$ cat config.mk
export PLATFORM = sky130hd
export DESIGN_NAME = inv_mix_columns_seq_flat
export DESIGN_NICKNAME = d
export VERILOG_FILES = /design/src/rtl/inv_mix_columns_seq_pkg.sv /design/src/rtl/inv_mix_columns_seq_if.sv /design/src/rtl/inv_mix_columns_seq_helper.sv /design/src/rtl/inv_mix_columns_seq.sv /design/src/flat_wrapper.sv
export SDC_FILE = /design/constraint.sdc
export NUM_CORES = 1
export LEC_CHECK = 0
export BUFFER_PORTS_ARGS = -buffer_cell sky130_fd_sc_hd__clkbuf_2
export CAP_MARGIN = 20
export CORE_UTILIZATION = 44
export CTS_CLUSTER_SIZE = 16
export DETAILED_ROUTE_END_ITERATION = 12
export GPL_ROUTABILITY_DRIVEN = 0
export PLACE_DENSITY_LB_ADDON = 0.15
export RECOVER_POWER = 25
export SLEW_MARGIN = 20
export SYNTH_ARGS = -nofsm -noshare
export SYNTH_HDL_FRONTEND = slang
export SYNTH_HIERARCHICAL = 1
export SYNTH_SLANG_ARGS = --single-unit
$ cat constraint.sdc
create_clock -name clk -period 6.6 [get_ports clk]
set_clock_uncertainty 0.2 [all_clocks]
set_input_delay 0.66 -clock clk [delete_from_list [all_inputs] [get_ports clk]]
set_output_delay 0.66 -clock clk [all_outputs]
set_load 0.005 [all_outputs]
$ cat src/rtl/inv_mix_columns_seq_pkg.sv
// Shared AES decryption constants, the sequencer state type and GF(2^8) helpers.
// Optional feature macro used by this slice: INVMIX_BYPASS_EN.
package aes_dec_pkg;

  localparam int AES_NUM_COLS = 4;
  localparam int AES_COL_W    = 32;
  localparam int AES_STATE_W  = 128;

  typedef enum logic [1:0] {
    ST_IDLE = 2'd0,
    ST_RUN  = 2'd1,
    ST_DONE = 2'd2
  } state_t;

  // Multiply by x modulo the AES polynomial x^8 + x^4 + x^3 + x + 1.
  function automatic logic [7:0] xtime(input logic [7:0] b);
    return {b[6:0], 1'b0} ^ (b[7] ? 8'h1b : 8'h00);
  endfunction

endpackage

$ cat src/rtl/inv_mix_columns_seq_if.sv
// Upstream/downstream valid-ready bundle of the InvMixColumns sequencer.
// in_bypass exists only when INVMIX_BYPASS_EN is defined.
interface inv_mix_columns_seq_if;
  // A transfer happens on a rising edge where valid and ready are both 1;
  // the sender keeps valid and data stable until that edge.
  logic                            in_valid;
  logic                            in_ready;
  logic [aes_dec_pkg::AES_STATE_W-1:0] in_state;
`ifdef INVMIX_BYPASS_EN
  logic                            in_bypass;
`endif
  logic                            out_valid;
  logic                            out_ready;
  logic [aes_dec_pkg::AES_STATE_W-1:0] out_state;

  modport master (
    output in_valid, in_state,
`ifdef INVMIX_BYPASS_EN
    output in_bypass,
`endif
    output out_ready,
    input  in_ready, out_valid, out_state
  );

  modport slave (
    input  in_valid, in_state,
`ifdef INVMIX_BYPASS_EN
    input  in_bypass,
`endif
    input  out_ready,
    output in_ready, out_valid, out_state
  );
endinterface

$ cat src/rtl/inv_mix_columns_seq_helper.sv
// InvMixColumns on one 32-bit column; row 0 is the most significant byte.
module MixColumnHelper
  import aes_dec_pkg::*;
(
  input  logic [AES_COL_W-1:0] rc,
  output logic [AES_COL_W-1:0] mcl
);

  logic [7:0] a [4];
  logic [7:0] m9 [4];
  logic [7:0] mb [4];
  logic [7:0] md [4];
  logic [7:0] me [4];

  always_comb begin
    for (int i = 0; i < 4; i++) begin
      logic [7:0] x2, x4, x8;
      a[i]  = rc[AES_COL_W-1-8*i -: 8];
      x2    = xtime(a[i]);
      x4    = xtime(x2);
      x8    = xtime(x4);
      m9[i] = x8 ^ a[i];
      mb[i] = x8 ^ x2 ^ a[i];
      md[i] = x8 ^ x4 ^ a[i];
      me[i] = x8 ^ x4 ^ x2;
    end
  end

  assign mcl = {me[0] ^ mb[1] ^ md[2] ^ m9[3],
                m9[0] ^ me[1] ^ mb[2] ^ md[3],
                md[0] ^ m9[1] ^ me[2] ^ mb[3],
                mb[0] ^ md[1] ^ m9[2] ^ me[3]};

endmodule

$ cat src/rtl/inv_mix_columns_seq.sv
// Column-serial InvMixColumns: one shared helper, four RUN cycles per state.
// INVMIX_BYPASS_EN adds in_bypass for the final round (state copied unchanged).
module inv_mix_columns_seq
  import aes_dec_pkg::*;
(
  input  logic                  clk,
  input  logic                  rst,
  inv_mix_columns_seq_if.slave  bus,
  output state_t                fsm_state
);

  localparam logic [1:0] LAST_COL = 2'(AES_NUM_COLS - 1);

  state_t state_q, state_d;
  logic [AES_NUM_COLS-1:0][AES_COL_W-1:0] src_q, res_q;
  logic [1:0]           col_q;
  logic [1:0]           slot;
  logic [AES_COL_W-1:0] rc, mcl;
  logic                 accept, bypass, in_ready, out_valid;

`ifdef INVMIX_BYPASS_EN
  assign bypass = bus.in_bypass;
`else
  assign bypass = 1'b0;
`endif

  // Column 0 sits in the top word, i.e. packed element 3.
  assign slot = LAST_COL - col_q;
  assign rc   = src_q[slot];

  MixColumnHelper u_helper (
    .rc  (rc),
    .mcl (mcl)
  );

  always_comb begin
    state_d   = state_q;
    in_ready  = 1'b0;
    out_valid = 1'b0;
    accept    = 1'b0;
    case (state_q)
      ST_IDLE: begin
        in_ready = 1'b1;
        if (bus.in_valid) begin
          accept  = 1'b1;
          state_d = bypass ? ST_DONE : ST_RUN;
        end
      end
      ST_RUN: begin
        if (col_q == LAST_COL) state_d = ST_DONE;
      end
      ST_DONE: begin
        out_valid = 1'b1;
        if (bus.out_ready) state_d = ST_IDLE;
      end
      default: state_d = ST_IDLE;
    endcase
  end

  always_ff @(posedge clk) begin
    if (rst) begin
      state_q <= ST_IDLE;
      src_q   <= '0;
      res_q   <= '0;
      col_q   <= '0;
    end else begin
      state_q <= state_d;
      if (accept) begin
        src_q <= bus.in_state;
        col_q <= '0;
        if (bypass) res_q <= bus.in_state;
      end else if (state_q == ST_RUN) begin
        res_q[slot] <= mcl;
        col_q       <= col_q + 2'd1;
      end
    end
  end

  assign bus.in_ready  = in_ready;
  assign bus.out_valid = out_valid;
  assign bus.out_state = res_q;
  assign fsm_state     = state_q;

endmodule

$ cat src/flat_wrapper.sv
// flat-port wrapper written by rule: the top's interface ports become plain ports
module inv_mix_columns_seq_flat import aes_dec_pkg::*;
  (clk, rst, fsm_state, bus_in_valid, bus_in_state, bus_out_ready, bus_in_ready, bus_out_valid, bus_out_state);
  inv_mix_columns_seq_if bus_i ();
  input  logic clk;
  input  logic rst;
  output state_t fsm_state;
  input wire logic [$bits(bus_i.in_valid)-1:0] bus_in_valid;
  input wire logic [$bits(bus_i.in_state)-1:0] bus_in_state;
  input wire logic [$bits(bus_i.out_ready)-1:0] bus_out_ready;
  output wire logic [$bits(bus_i.in_ready)-1:0] bus_in_ready;
  output wire logic [$bits(bus_i.out_valid)-1:0] bus_out_valid;
  output wire logic [$bits(bus_i.out_state)-1:0] bus_out_state;
  assign bus_i.in_valid = bus_in_valid;
  assign bus_i.in_state = bus_in_state;
  assign bus_i.out_ready = bus_out_ready;
  assign bus_in_ready = bus_i.in_ready;
  assign bus_out_valid = bus_i.out_valid;
  assign bus_out_state = bus_i.out_state;
  inv_mix_columns_seq u_core (.clk(clk), .rst(rst), .bus(bus_i), .fsm_state(fsm_state));
endmodule
Yosys cells after proc, flatten, opt, wreduce, memory -nomap -nowiden
Index checks and enable logic that the tools add are counted. Widths: inputs -> output; s select.

Memory bits (read-only): 0. Flip-flop bits (word level): 260. Word-level logic and storage cells: 99. Input port bits: 132. RAM bits: 0. Memories: 0. Bits in latches: 0. Output and inout port bits: 132.

$lt $le $gt $ge: 2. Equality and inequality tests: 6. Reduce and logical (&&, ||, !) cells: 5. Multiply operators: 0. Bitwise gates (word level): 49. Add/subtract/negate cells: 2. Shift operators: 0. Multiplexer cells: 25. Divide/modulo/power cells: 0.

Operators by type and width (count): $xor 8x8->8 (37); $bwmux 128 (1); $xor 8x5->8 (11); $bmux 32 s2 (1); $demux 32 s2 (1); $mux 32 (2); $mux 5 (12); $mux 2 (3); $pmux 2 s3 (1); $eq 2x2->1 const B (2); $mux 1 (4); $ne 2x2->1 const B (2); $lt 2x3->1 const B (1); $reduce_and 3->1 (1); $add 2x1->2 const B (1); $eq 2x1->1 const B (1); $ge 2x1->1 const B (1); $logic_not 2->1 (1); $ne 2x1->1 const B (1); $reduce_and 2->1 (1); $reduce_or 2->1 (1); $sub 2x2->2 const A (1); $logic_and 1x1->1 (1); $not 1->1 (1).

Logic depth before layout (Yosys ltp)
Depth after elaboration: 15. Gate-level depth with buffers: 11. Mapped depth without buffers: 8.

By module
Netlist, hierarchy kept.

By module, submodules not included: inv_mix_columns_seq (seq. area each 5205.0 um2, area each 11857.6 um2, cells an instance 1074, times used 1); MixColumnHelper (seq. area each 0.0 um2, area each 2079.5 um2, cells an instance 214, times used 1).

Least setup slack after synthesis
OpenSTA, ideal clock, no wires.

Path type: reg2reg. Start point: register u_core.col_q[0]. End point: register u_core.res_q (netlist bit u_core/bus.out_state[20]). Data required time: 6278 ps. Buffers on the path: 2. Period minus slack after synthesis: 3230 ps. Setup time: 122 ps. Cell stages (with the launch flop): 11. Data arrival time: 2909 ps. Setup slack: 3370 ps. Cell sequence: dfxtp_1 -> buf_6 -> buf_6 -> mux4_1 -> xnor2_1 -> xor3_2 -> xnor2_1 -> xnor2_1 -> xnor3_1 -> nand2b_1 -> mux2i_1.

Elaborated cells on any way between the ends: 42. Those cells by class: add/sub: 1; order compare: 2; mux: 16; bitwise: 22; reduce/logical: 1.

RTL lines: start: declaration (line inv_mix_columns_seq.sv:16) `logic [1:0] col_q;`; start signal: assignment (line inv_mix_columns_seq.sv:74) `col_q <= col_q + 2'd1;`; $sub 2x2->2 (line inv_mix_columns_seq.sv:28) `assign slot = LAST_COL - col_q;`; $bmux 32 s2 (line inv_mix_columns_seq.sv:29) `assign rc = src_q[slot];`; $mux 32 (implied by the code) (line inv_mix_columns_seq.sv:29); via u_core.rc[18] (line inv_mix_columns_seq.sv:18) `logic [AES_COL_W-1:0] rc, mcl;`; $xor 8x5->8 (2 in series) (line inv_mix_columns_seq_pkg.sv:17) `return {b[6:0], 1'b0} ^ (b[7] ? 8'h1b : 8'h00);`; $xor 8x8->8 (2 in series) (line inv_mix_columns_seq_helper.sv:25) `me[i] = x8 ^ x4 ^ x2;`; $xor 8x8->8 (3 in series) (line inv_mix_columns_seq_helper.sv:30) `m9[0] ^ me[1] ^ mb[2] ^ md[3],`; via u_core.mcl[20] (line inv_mix_columns_seq.sv:18); $bwmux 128 (line inv_mix_columns_seq.sv:73) `res_q[slot] <= mcl;`; end signal: assignment (line inv_mix_columns_seq.sv:71) `if (bypass) res_q <= bus.in_state;`; end signal: indexed assignment (line inv_mix_columns_seq.sv:73); end: declaration (line inv_mix_columns_seq.sv:15) `logic [AES_NUM_COLS-1:0][AES_COL_W-1:0] src_q, res_q;`.

The timed path passes the listed nets, and every way through them passes these cells. The select of a mux whose other input is x is not followed. A chain may end at the register's enable or synchronous reset.

Worst setup path in the final report
Start point: register u_core.col_q[0]. End point: register u_core.res_q (netlist bit u_core/bus.out_state[84]).

Elaborated cells on any way between the ends: 42. Those cells by class: add/sub: 1; order compare: 2; mux: 16; bitwise: 22; reduce/logical: 1.

RTL lines (line): $sub 2x2->2 * (inv_mix_columns_seq.sv:28); $bmux 32 s2 * (inv_mix_columns_seq.sv:29); $mux 32 (implied by the code) * (inv_mix_columns_seq.sv:29); via u_core.rc[23] (inv_mix_columns_seq.sv:18); $mux 5 * (inv_mix_columns_seq_pkg.sv:17); $xor 8x5->8 * (inv_mix_columns_seq_pkg.sv:17); $xor 8x5->8 (inv_mix_columns_seq_pkg.sv:17); $xor 8x8->8 (inv_mix_columns_seq_helper.sv:25); $xor 8x8->8 * (inv_mix_columns_seq_helper.sv:25); $xor 8x8->8 * (3 in series) (inv_mix_columns_seq_helper.sv:30); via u_core.mcl[20] (inv_mix_columns_seq.sv:18); $bwmux 128 * (inv_mix_columns_seq.sv:73).

Mark *: on every way through the listed nets, which the timed path passes. The rest lies on a longest branch. The select of a mux whose other input is x is not followed.

==> reports/results.tsv <==
stage	metric	value	unit
hold_path	min-delay worst type	primary input to flip-flop	
global_route	number of global-route vias before repair	9302	
cts	Clk Latency, worst-skew pair	0.54	ns
hold_path	hold depth	3	
global_route	first-pass GRT wire length	53.4	mm
sta	Final Hold Viols	0	
global_route	Remaining Overflow, GRT	0	
critical_path	endpoint class of the critical path	flip-flop	
detailed_routing	Iteration-0 DRC Markers	478	
critical_path	Crit path arrival time	4.48	ns
detailed_routing	Avg Vias per Cell	4.79	
power_and_ir_drop	Leak Pwr	6.84	nW
finish	antenna cells	0	
critical_path	Worst R2R Start	u_core/col_q[0]	
power_and_ir_drop	peak supply drop	0.241	mV
logic_synthesis	Syn Std Cell Area	13900	um^2
detailed_routing	via count	9124	
floorplanning	Initial Utilization	45.1	%
detailed_routing	DR DRC count	0	
power_and_ir_drop	Comb pwr share	34.0	%
hold_path	min-delay src	bus_in_state[47]	
sta	FMAX	234	MHz
power_and_ir_drop	Clk network pwr share	30.6	%
critical_path	Reg2Reg Depth	9	
cts	Setup Fix Bufs, Post-CTS	0	
detailed_routing	Routed Antenna Nets	0	
run_status	status	finished clean	
global_route	Tot GR Track Use	20.8	%
logic_synthesis	post-synthesis area per instance	10.8	um^2
critical_path	Setup Crit Path Kind	flip-flop to flip-flop	
sta	actual slew at the worst max-slew pin	1.01	ns
critical_path	CP Max Fanout	29	
finish	Design Area, Final	16100	um^2
critical_path	R2R Path End	u_core/bus.out_state[84]	
cts	Reg clk slew, reported paths	0.06	ns
cts	clock buffer depth	3	
cts	cells resized by post-CTS repair	0	
global_route	antenna violations before repair	1	
logic_synthesis	Yosys warnings	6	
critical_path	slowest cell delay on critical path	0.98	ns
floorplanning	Ports	264	
detailed_routing	WL per Instance	17.9	um
detailed_routing	drt pass-1 iters	4	
finish	Final #Nets	1626	
power_and_ir_drop	sequential share of power	35.4	%
logic_synthesis	sequential share of the synthesized area	37.3	%
power_and_ir_drop	Pint	3.43	mW
power_and_ir_drop	overall power	5.08	mW
finish	final core occ	51.9	%
power_and_ir_drop	switching power	1.64	mW
sta	Final period util	64.9	%
floorplanning	core area	30900	um^2
critical_path	startpoint types	flip-flop	
logic_synthesis	Syn Inst Count	1288	
placed_design	hpwl dp	23.9	mm
critical_path	worst path required time	6.80	ns
critical_path	most used cell, CP	xnor2_1	
floorplanning	die area	32400	um^2
cts	H-tree depth	1	
placed_design	Place WS	2.30	ns
power_and_ir_drop	PD cells	316	nW/um^2
logic_synthesis	FF+latch count, synth	260	
sta	setup ws final	2.32	ns
sta	setup TNS	0	ns
cts	# hold bufs at CTS	0	
detailed_routing	final wirelength	34.2	mm
floorplanning	Die Ht	180	um
logic_synthesis	post-synthesis cell type count	31	
hold_path	Worst Hold Endpoint	u_core/src_q[47]	
critical_path	slowest library cell on the worst path	dfxtp_2	
critical_path	Reg2Reg Setup Slack	2.32	ns
critical_path	buffers and inverters on the worst path	1	
finish	layout cells sized above 1	20.5	%
sta	Final Setup Violations	0	
sta	final worst path period need	4.28	ns
cts	TritonCTS sink count	260	
placed_design	Post-Place Cell Area	15200	um^2
cts	CTS Buf Count	29	
power_and_ir_drop	switch share	32.4	%
sta	pins over their slew limit	0	
critical_path	CP top delay family	XOR/XNOR gates	
finish	area grow syn2layout	15.2	%
critical_path	critical path cell sequence	buf_4 -> mux4_2 -> xnor2_1 -> xor3_2 -> xnor2_1 -> xnor2_1 -> xnor3_1 -> nand2b_1 -> mux2i_1	
sta	Slew HR	32.3	%
floorplanning	row cnt	64	
job	max-capacitance violation count	0	
global_route	largest net degree at the start of global routing	275	
floorplanning	die outline width	180	um
logic_synthesis	Post-Syn Nets	1424	
placed_design	port bufs	263	
sta	unrepaired setup endpoints after global routing	no	
cts	CTS tree	done	
cts	Root Buffer	clkbuf_16	
[cell families (layout without fill, tap and decap cells)]
kind of cell | Yosys count | count (layout) | share of synthesized area, %
buf+inv | 101 | 321 | 4.60
xor+xnor | 202 | 202 | 14.3
flops | 260 | 260 | 37.3
simple gates | 428 | 428 | 19.4
compound gates | 5 | 5 | 0.305
mux | 288 | 288 | 23.7
fa+ha+maj | 4 | 4 | 0.359
[synthesized netlist by cell type]
master | count | area share [%]
nand2b_1 | 418 | 19
dfxtp_1 | 260 | 37
mux2i_1 | 256 | 18
xnor2_1 | 150 | 9.4
clkbuf_1 | 44 | 1.2
xor2_1 | 31 | 1.9
buf_6 | 26 | 2.1
mux4_2 | 26 | 4.2
buf_2 | 17 | 0.61
buf_4 | 11 | 0.59
xnor2_2 | 9 | 1.1
mux4_1 | 6 | 1.1
ha_1 | 4 | 0.36
xnor3_1 | 4 | 0.65
nand3b_1 | 3 | 0.16
xor2_2 | 3 | 0.35
inv_1 | 2 | 0.054
o21ba_2 | 2 | 0.14
o31ai_1 | 2 | 0.11
xnor3_2 | 2 | 0.34
xor3_2 | 2 | 0.36
a211oi_1 | 1 | 0.054
and3b_1 | 1 | 0.063
clkbuf_4 | 1 | 0.054
nand4bb_1 | 1 | 0.081
nor2_1 | 1 | 0.027
nor2b_1 | 1 | 0.045
nor3b_1 | 1 | 0.054
nor3b_2 | 1 | 0.090
or4b_1 | 1 | 0.072
xnor2_4 | 1 | 0.20
[per-layer routing]
layer | wire length, um | track usage [%] | part of all wire, %
met1 | 15700 | 27.3 | 46
met3 | 1720 | 4.19 | 5.0
met5 | 13 | 0 | 0.038
met4 | 828 | 5.31 | 2.4
met2 | 15900 | 34.7 | 47
[sequential cells by signal, indices dropped and copies added, names as in the netlist]
| register | flops |
|---|---|
| u_core/bus.out_state | 128 |
| u_core/col_q | 2 |
| u_core/fsm_state | 2 |
| u_core/src_q | 128 |
[layout make-up]
type	instances	area, um^2
well taps	396	495
multi-input cells	927	8090
fillers	2863	14900
clock buffers	45	866
flip-flops and latches	260	5210
clock inverters	4	47.5
inverters	2	7.51
repair buffers	270	1340
[tightest hold or removal path, stage by stage]
cell      delay (ns)
clkbuf_2        0.08
nand2b_1        0.05
mux2i_1         0.06
[layout by cell type (no fill, tap or decap), drive strengths merged]
cell type / instances
a211oi: 1
and3b: 1
buf: 8
bufinv: 1
clkbuf: 307
clkinv: 2
clkinvlp: 1
dfxtp: 260
ha: 4
inv: 2
mux2i: 256
mux4: 32
nand2b: 418
nand3b: 3
nand4bb: 1
nor2: 1
nor2b: 1
nor3b: 2
o21ba: 2
o31ai: 2
or4b: 1
xnor2: 160
xnor3: 6
xor2: 34
xor3: 2
[how the worst max path moves through the flow]
| stage | depth (start not counted) | start | end |
|---|---|---|---|
| after floorplan | 10 | u_core/col_q[0] | u_core/bus.out_state[20] |
| after global placement | 9 | u_core/col_q[0] | u_core/bus.out_state[116] |
| after detailed placement | 9 | u_core/col_q[0] | u_core/bus.out_state[116] |
| after CTS | 9 | u_core/col_q[0] | u_core/bus.out_state[116] |
| after global routing | 9 | u_core/col_q[0] | u_core/bus.out_state[20] |
| final | 9 | u_core/col_q[0] | u_core/bus.out_state[84] |
[per-stage QoR]
step	hold WS, ns	instances
4_1_cts	0.132	1904
3_3_place_gp	0.254	1855
5_1_grt	0.151	1904
2_1_floorplan	0.244	1288
3_5_place_dp	0.257	1855
6_report	0.155	1904
[power groups by stage]
| stage | sequential, mW | clock [mW] | combinational, mW |
|---|---|---|---|
| global route | 1.81 | 1.66 | 1.88 |
| CTS | 1.80 | 1.60 | 1.76 |
| floorplan | 1.81 | 0 | 1.29 |
| finish | 1.80 | 1.55 | 1.73 |
| global placement | 1.83 | 0 | 1.75 |
| detailed placement | 1.83 | 0 | 1.76 |
Power figures use the tool's default switching activity.
